<file path="src/rtl/load_store_unit.sv">
// Multi-cycle load/store sequencer between EX/MEM and a byte-enabled data memory port.
// Optional feature: define MISALIGN_SPLIT_EN to split misaligned accesses into two word beats.
module load_store_unit #(
    parameter int unsigned DM_ADDRESS = 9,
    parameter int unsigned DATA_W     = 32
) (
    input  logic                  clk,
    input  logic                  reset,
    input  logic                  req_valid,
    input  logic                  MemRead,
    input  logic                  MemWrite,
    input  logic [2:0]            Funct3,
    input  logic [DM_ADDRESS-1:0] addr,
    input  logic [DATA_W-1:0]     wd,
    output logic                  stall,
    output logic                  done,
    output logic                  err,
    output logic [DATA_W-1:0]     rd,
    output logic [DM_ADDRESS-1:0] mem_addr,
    output logic                  mem_re,
    output logic                  mem_we,
    output logic [3:0]            mem_be,
    output logic [DATA_W-1:0]     mem_wd,
    input  logic [DATA_W-1:0]     mem_rdata
);

    localparam logic [1:0] IDLE = 2'd0;
    localparam logic [1:0] ACC0 = 2'd1;
    localparam logic [1:0] ACC1 = 2'd2;
    localparam logic [1:0] FIN  = 2'd3;

    logic [1:0]            state_q, state_d;
    logic [DM_ADDRESS-1:0] addr_q;
    logic [DATA_W-1:0]     wd_q, lo_q, rd_q;
    logic [2:0]            f3_q;
    logic                  load_q, split_q, bad_q;

    logic                  req, half_in, word_in, legal_f3, misal_bad, split_in, bad_in;
    logic [1:0]            off_in;
    logic [3:0]            lanes;
    logic [7:0]            be8;
    logic [2*DATA_W-1:0]   st_pair, ld_pair;
    logic [DATA_W-1:0]     ld_word, ld_res;
    logic [DM_ADDRESS-1:0] base_addr;

    assign req = req_valid & (MemRead | MemWrite);

    always_comb begin
        off_in  = addr[1:0];
        half_in = (Funct3[1:0] == 2'b01);
        word_in = (Funct3 == 3'b010);
        if (MemRead)
            legal_f3 = Funct3 inside {3'b000, 3'b001, 3'b010, 3'b100, 3'b101};
        else
            legal_f3 = Funct3 inside {3'b000, 3'b001, 3'b010};
`ifdef MISALIGN_SPLIT_EN
        misal_bad = 1'b0;
        split_in  = (half_in && off_in == 2'd3) || (word_in && off_in != 2'd0);
`else
        misal_bad = (half_in && off_in[0]) || (word_in && off_in != 2'd0);
        split_in  = 1'b0;
`endif
        bad_in = !legal_f3 || misal_bad;
    end

    always_comb begin
        state_d = IDLE;
        case (state_q)
            IDLE:    state_d = req ? (bad_in ? FIN : ACC0) : IDLE;
            ACC0:    state_d = split_q ? ACC1 : FIN;
            ACC1:    state_d = FIN;
            default: state_d = IDLE;
        endcase
    end

    // Lanes and data are formed over a double word; the upper half is beat 1.
    always_comb begin
        case (f3_q[1:0])
            2'b00:   lanes = 4'b0001;
            2'b01:   lanes = 4'b0011;
            default: lanes = 4'b1111;
        endcase
        be8       = {4'b0000, lanes} << addr_q[1:0];
        st_pair   = {{DATA_W{1'b0}}, wd_q} << {addr_q[1:0], 3'b000};
        ld_pair   = split_q ? {mem_rdata, lo_q} : {{DATA_W{1'b0}}, mem_rdata};
        ld_word   = ld_pair[{addr_q[1:0], 3'b000} +: DATA_W];
        base_addr = {addr_q[DM_ADDRESS-1:2], 2'b00};
        case (f3_q)
            3'b000:  ld_res = {{(DATA_W-8){ld_word[7]}}, ld_word[7:0]};
            3'b001:  ld_res = {{(DATA_W-16){ld_word[15]}}, ld_word[15:0]};
            3'b100:  ld_res = {{(DATA_W-8){1'b0}}, ld_word[7:0]};
            3'b101:  ld_res = {{(DATA_W-16){1'b0}}, ld_word[15:0]};
            default: ld_res = ld_word;
        endcase
    end

    // Strobes are masked by reset so a pending beat 1 is never issued.
    always_comb begin
        mem_addr = '0;
        mem_re   = 1'b0;
        mem_we   = 1'b0;
        mem_be   = '0;
        mem_wd   = '0;
        if (!reset && (state_q == ACC0 || state_q == ACC1)) begin
            mem_re = load_q;
            mem_we = !load_q;
            if (state_q == ACC0) begin
                mem_addr = base_addr;
                mem_be   = load_q ? 4'b0000 : be8[3:0];
                mem_wd   = load_q ? '0 : st_pair[DATA_W-1:0];
            end else begin
                mem_addr = base_addr + DM_ADDRESS'(4);
                mem_be   = load_q ? 4'b0000 : be8[7:4];
                mem_wd   = load_q ? '0 : st_pair[2*DATA_W-1:DATA_W];
            end
        end
    end

    always_ff @(posedge clk) begin
        if (reset) begin
            state_q <= IDLE;
            addr_q  <= '0;
            wd_q    <= '0;
            f3_q    <= '0;
            load_q  <= 1'b0;
            split_q <= 1'b0;
            bad_q   <= 1'b0;
            lo_q    <= '0;
            rd_q    <= '0;
        end else begin
            state_q <= state_d;
            if (state_q == IDLE && req) begin
                addr_q  <= addr;
                wd_q    <= wd;
                f3_q    <= Funct3;
                load_q  <= MemRead;
                split_q <= split_in && !bad_in;
                bad_q   <= bad_in;
            end
            if (state_q == ACC1)
                lo_q <= mem_rdata;
            if (state_q == FIN && load_q && !bad_q)
                rd_q <= ld_res;
        end
    end

    assign stall = (state_q != FIN) && ((state_q != IDLE) || req);
    assign done  = (state_q == FIN);
    assign err   = done && bad_q;
    assign rd    = rd_q;

endmodule

</file>
<file path="config.mk">
export PLATFORM = sky130hd
export DESIGN_NAME = load_store_unit
export DESIGN_NICKNAME = d
export VERILOG_FILES = /design/src/rtl/load_store_unit.sv
export SDC_FILE = /design/constraint.sdc
export NUM_CORES = 1
export LEC_CHECK = 0
export ABC_CLOCK_PERIOD_IN_PS = 2250
export CAP_MARGIN = 0
export CORE_ASPECT_RATIO = 1.5
export CORE_MARGIN = 4
export CORE_UTILIZATION = 46
export DETAILED_ROUTE_END_ITERATION = 6
export GPL_TIMING_DRIVEN = 0
export PLACE_DENSITY = 0.88
export SLEW_MARGIN = 5
export SYNTH_ARGS = -nofsm -noshare
export SYNTH_HDL_FRONTEND = slang
export SYNTH_SLANG_ARGS = --single-unit
</file>
<file path="constraint.sdc">
create_clock -name clk -period 2.25 [get_ports clk]
set_clock_uncertainty 0.15 [all_clocks]
set_input_delay 0.225 -clock clk [delete_from_list [all_inputs] [get_ports clk]]
set_output_delay 0.225 -clock clk [all_outputs]
set_load 0.02 [all_outputs]
</file>
## After elaboration in Yosys (flattened, before gate mapping)

Index checks and enable logic that the tools add are counted.

- Bits in registers: 80
- Output and inout port bits: 82
- Input port bits: 81
- Word-level logic and storage cells: 69

- Bitwise gates (word level): 2
- Eq/ne operators: 13
- Reduce and logical (&&, ||, !) cells: 25
- Shifts and indexed selects: 3
- Add/subtract/negate cells: 1
- Muxes and demuxes: 18

Operator list:

| kind | number |
|---|---|
| 32-bit two-way mux | 4 |
| 32-bit case mux with 4 select lines | 1 |
| 64-bit by 6-bit indexed part select with 32-bit output | 1 |
| 32-bit by 5-bit << shifter with 64-bit output | 1 |
| 9-bit two-way mux | 2 |
| 4-bit two-way mux | 4 |
| 3-bit == test, second input constant | 4 |
| 9-bit by 3-bit adder with 9-bit output, second input constant | 1 |
| 1-bit logical AND | 8 |
| 4-bit case mux with 2 select lines | 1 |
| 4-bit by 2-bit << shifter with 8-bit output | 1 |
| 2-bit by 1-bit == test with 1-bit output, second input constant | 3 |
| 3-bit by 1-bit == test with 1-bit output, second input constant | 2 |
| 3-bit zero test | 2 |
| 5-bit nonzero test | 1 |
| 2-bit == test, second input constant | 2 |
| 1-bit zero test | 4 |
| 2-bit zero test | 2 |
| 1-bit logical OR | 4 |
| 2-bit two-way mux | 2 |
| 2-bit case mux with 2 select lines | 1 |
| 2-bit nonzero test | 2 |
| 3-bit by 2-bit == test with 1-bit output, second input constant | 1 |
| 1-bit two-way mux | 3 |
| 5 further kinds | 5 |

## Logic depth before layout (Yosys ltp)

- Depth after elaboration: 8
- Gate-level depth with buffers: 8
- Mapped depth without buffers: 7

## Least setup slack after synthesis

OpenSTA, ideal clock, no wires.

- Path type: reg2out
- From: register state_q[0]
- To: output port mem_wd[0]
- Arrival time: 2.004 ns
- Cell stages (with the launch flop): 9
- Path buffers: 1
- Data required time: 1.875 ns
- Path slack: -0.129 ns
- Path through: dfxtp_1 > inv_1 > ha_1 > nand2b_1 > buf_2 > nand2b_1 > inv_2 > nand2_1 > a211oi_1

- Longest elaborated chain between the ends: 4
- Elaborated cells between the ends (all ways): 6
- Those cells by class: eq/ne: 2; mux: 2; reduce/logical: 2

RTL lines:

| item | line | text |
|---|---|---|
| start: declaration | 32 | `logic [1:0] state_q, state_d;` |
| start signal: assignment | 131 | `state_q <= state_d;` |
| 2-bit by 1-bit == test with 1-bit output / 2-bit == test (equally long branches) | 104, 107 |  |
| 1-bit logical OR | 104 | `if (!reset && (state_q == ACC0 \|\| state_q == ACC1)) begin` |
| 1-bit logical AND | 104 |  |
| 32-bit two-way mux (*) | 104 |  |
| end: declaration | 23 | `output logic [DATA_W-1:0] mem_wd,` |

Every way passes the cells marked *; elsewhere a longest branch is shown, timed or not.

## Worst setup path in the final report

- From: register state_q[1]
- To: output port mem_wd[30]

Same word-level chain as after synthesis.

==> reports/metrics.cfg <==
[worst_hold_path]
worst_hold_path_type = input pin to flip-flop
hold-path-endpoint = wd_q[17]$_SDFFE_PP0P_
hp-start = wd[17]
hold-path-cell-count = 3

[synth]
synth.area.top_cells = sky130_fd_sc_hd__dfxtp_1 34%, sky130_fd_sc_hd__nand2_1 11%, sky130_fd_sc_hd__a21oi_1 9.0%
synth_top_cell_by_area = sky130_fd_sc_hd__dfxtp_1
syn_area_mm2 = 0.00476
syn-mean-instance-area_um2 = 7.56
synth_cells = 630
ys_types = 46
yosysWarnings = 0
synth-seq-area-share_pct = 33.6
synth_top_cell_area_share_pct = 33.6
synth_seq_cells = 80

[timing]
maxClockFrequency_mhz = 419
rsz0062_at_grt = yes
hold-worst-slack_ps = 268
slew_violations = 0
setup-tns-final_ps = -1600
timing.final.setup_violations = 30
timing_hold_violations_final = 0
period_share_pct = 106
fin_ws_ps = -139
max-slew-margin-rel_pct = 53.3
worstMarginPinSlew_ps = 701
post-route-min-period_ps = 2390

[clocking]
cts-root-buf = sky130_fd_sc_hd__clkbuf_16
clk_pin_slew_ps = 70
cts_tree = built
clk-insertion-delay-late_ps = 350
clock_sinks = 80
cts.hold.buffers_added = 0
cts-root-to-sink-buffers = 2
cts_max_level = 3
tritoncts.num_buffers = 9

[worst_setup_path]
critical_path.n_buffers_inverters = 4
crit-reg2reg-capture = rd[27]$_SDFFE_PP0P_
crit_arrival_ps = 2010
r2r.worst_path.cells = 7
crit_path_frequent_cell = sky130_fd_sc_hd__nand2b_4
cp_top_family = buffers and inverters
rrSetupSlack_ps = 160
worst_path_largest_cell_delay_ps = 330
worstPathCellList = inv_2 > ha_4 > nand2b_4 > nand2b_4 > inv_6 > buf_12 > nand2_8 > a211oi_2 > buf_4
worst-setup-path-type = flip-flop to primary output
critical_path_peak_fanout = 5
start_kind = flip-flop
crit_path_end_kind = primary output
critical_path.reg2reg.startpoint = addr_q[0]$_SDFFE_PP0P_
worst_path_max_delay_cell = sky130_fd_sc_hd__dfxtp_2
crit_required_ps = 1880

[placed_design]
place.gp.congestion = 0.969
detailed_place.area_mm2 = 0.00651
numPortBuffers = 159
dp_cells = 907
detailed_place_hpwl_mm = 13.7

[final_layout]
nNetsFinal = 915
synthToLayoutAreaGrowth_pct = 61.7
finish.utilization_pct = 76.0
final_cells = 952
drive_gt1_share_pct = 28.3
antenna_cells = 0
finalInstanceArea_mm2 = 0.00770

[floorplan]
dieArea_mm2 = 0.0121
coreArea_mm2 = 0.0101
start_util_pct = 47.0
die_height_um = 133
chipWidth_um = 91.1
floorplan.io_pins = 163
num_rows = 45

[grt]
grt_antenna_before_repair = 0
grt_pass1_wl_mm = 30.9
maximum_number_of_pins_on_one_net_before_global_route_repair = 16
number_of_global_route_vias_before_repair = 5994
global_route.usage.total_pct = 32.5
globalRoute.totalOverflow = 0

[run_status]
violations = DRC, setup timing
result_of_the_run = finished, violations left

[drt]
drtPass1Iterations = 7
ant_nets = 0
vias_per_cell = 6.13
routed_wirelength_mm = 20.4
drt-initial-drc-count = 396
avg_wl_per_cell_um = 21.4
route.detailed.drc = 1
dr_total_vias = 5836

[pwr]
power.leakage_nw = 2.74
vdd_drop_max_uv = 538
power-per-cell-area_mw_per_mm2 = 796

[run]
maxCapViolations = 0

-- stage by stage --
stage,total power [mW],setup WS (ps)
after floorplan,2.86,-129
after global placement,3.51,-1060
after detailed placement,3.56,-1130
after CTS,5.83,-194
after global routing,6.34,-198
final,6.13,-139
-- layout make-up --
| type | count | area, um2 |
|---|---|---|
| repair buffers | 189 | 1830 |
| flip-flops and latches | 80 | 1610 |
| fillers | 692 | 2430 |
| inverters | 13 | 56.3 |
| plain buffers | 52 | 422 |
| well taps | 117 | 146 |
| clock inverters | 7 | 101 |
| multi-input cells | 485 | 3310 |
| clock buffers | 9 | 225 |
-- sequential cells by signal (all words and copies together), names as in the netlist --
signal	cells
bad_q	1
wd_q	32
addr_q	9
state_q	2
load_q	1
f3_q	3
rd	32
-- kinds of logic (layout without fill, tap and decap cells) --
logic type	after synthesis	after routing	synth area share (%)
AO/OA/AOI/OAI	178	178	24.7
multiplexers	51	51	11.6
other	1	2	0.0787
AND/OR/NAND/NOR	244	245	21.5
XOR/XNOR	5	5	0.920
buffers and inverters	67	270	6.49
flip-flops	80	80	33.6
adder cells (fa/ha/maj)	4	4	1.05
-- power by group --
group / internal, mW / leakage [nW] / switching, mW
clock: 0.986 / 0.158 / 0.651
sequential: 1.56 / 0.652 / 0.185
combinational: 1.21 / 1.93 / 1.54
total: 3.76 / 2.74 / 2.38
-- worst max path at each step --
stage / startpoint / endpoint / slack [ps] / cells after the start
final: state_q[1]$_SDFF_PP0_ / mem_wd[30] / -140 / 9
after global placement: state_q[1]$_SDFF_PP0_ / mem_wd[31] / -1060 / 7
after global routing: state_q[0]$_SDFF_PP0_ / mem_wd[7] / -200 / 7
after floorplan: state_q[0]$_SDFF_PP0_ / mem_wd[0] / -130 / 8
after detailed placement: state_q[1]$_SDFF_PP0_ / mem_wd[31] / -1130 / 7
after CTS: state_q[1]$_SDFF_PP0_ / mem_wd[29] / -190 / 10
-- layout by cell type, fill, tap and decap left out, types with 8 or more instances in the layout --
master,synthesis,routed
sky130_fd_sc_hd__nor3_1,10,9
sky130_fd_sc_hd__o21ai_0,13,9
sky130_fd_sc_hd__buf_12,0,9
sky130_fd_sc_hd__buf_2,13,9
sky130_fd_sc_hd__and2_1,8,8
sky130_fd_sc_hd__clkbuf_16,0,10
sky130_fd_sc_hd__mux2_2,21,21
sky130_fd_sc_hd__buf_4,6,52
sky130_fd_sc_hd__mux2i_1,28,14
sky130_fd_sc_hd__a21oi_1,86,82
sky130_fd_sc_hd__buf_6,1,20
sky130_fd_sc_hd__clkbuf_2,0,8
sky130_fd_sc_hd__dfxtp_1,80,77
sky130_fd_sc_hd__mux2i_4,0,8
sky130_fd_sc_hd__nand2_1,137,134
sky130_fd_sc_hd__clkdlybuf4s50_1,0,113
sky130_fd_sc_hd__inv_1,11,8
sky130_fd_sc_hd__nor2_1,64,60
sky130_fd_sc_hd__clkbuf_1,30,13
sky130_fd_sc_hd__a211oi_2,10,29
-- routing by layer --
| layer | track usage [%] | wire (um) | vias to the layer above |
|---|---|---|---|
| met5 | 0 | 0 | - |
| met4 | 24.2 | 1540 | 0 |
| met3 | 5.69 | 1490 | 113 |
| met2 | 57.7 | 10300 | 415 |
| met1 | 33.6 | 7010 | 2738 |
| li1 | - | - | 2570 |
-- synthesized netlist by cell type (all sizes together) --
master and n:
nor4 2, conb 1, nor3 11, o211ai 7
or3 2, mux4 1, dfxtp 80, a41oi 1
a311oi 1, xnor2 2, nand2b 6, a22oi 8
nand3 2, nand3b 1, and2 8, mux2i 28
o2bb2ai 7, a22o 1, and4b 1, nor2 64
o21a 7, or2 3, mux2 22, inv 13
xor2 3, ha 4, a21oi 86, o22ai 1
buf 24, nand2 137, clkbuf 30, a21o 4
a211oi 40, nor2b 7, a221oi 1, o21ai 13
a31oi 1
-- worst register-to-register path, cell delays in order (launching register included) --
cell                       delay, ps
sky130_fd_sc_hd__dfxtp_4         360
sky130_fd_sc_hd__buf_4           130
sky130_fd_sc_hd__nor2b_1         150
sky130_fd_sc_hd__buf_1           380
sky130_fd_sc_hd__nand2_1         170
sky130_fd_sc_hd__a41oi_4         310
sky130_fd_sc_hd__buf_8           210
sky130_fd_sc_hd__a211oi_2         80
-- what timing repair did --
| item | 4_1_cts | 5_1_grt |
|---|---|---|
| endpoints found under the hold margin | 0 | 0 |
| setup buffers | 20 | 10 |
| cloned | 1 | 0 |
| pin swaps | 13 | 21 |
| gates resized for setup | 358 | 62 |
| endpoints found under the setup margin | 45 | 92 |
No activity file was read; power rests on OpenSTA's default activity.
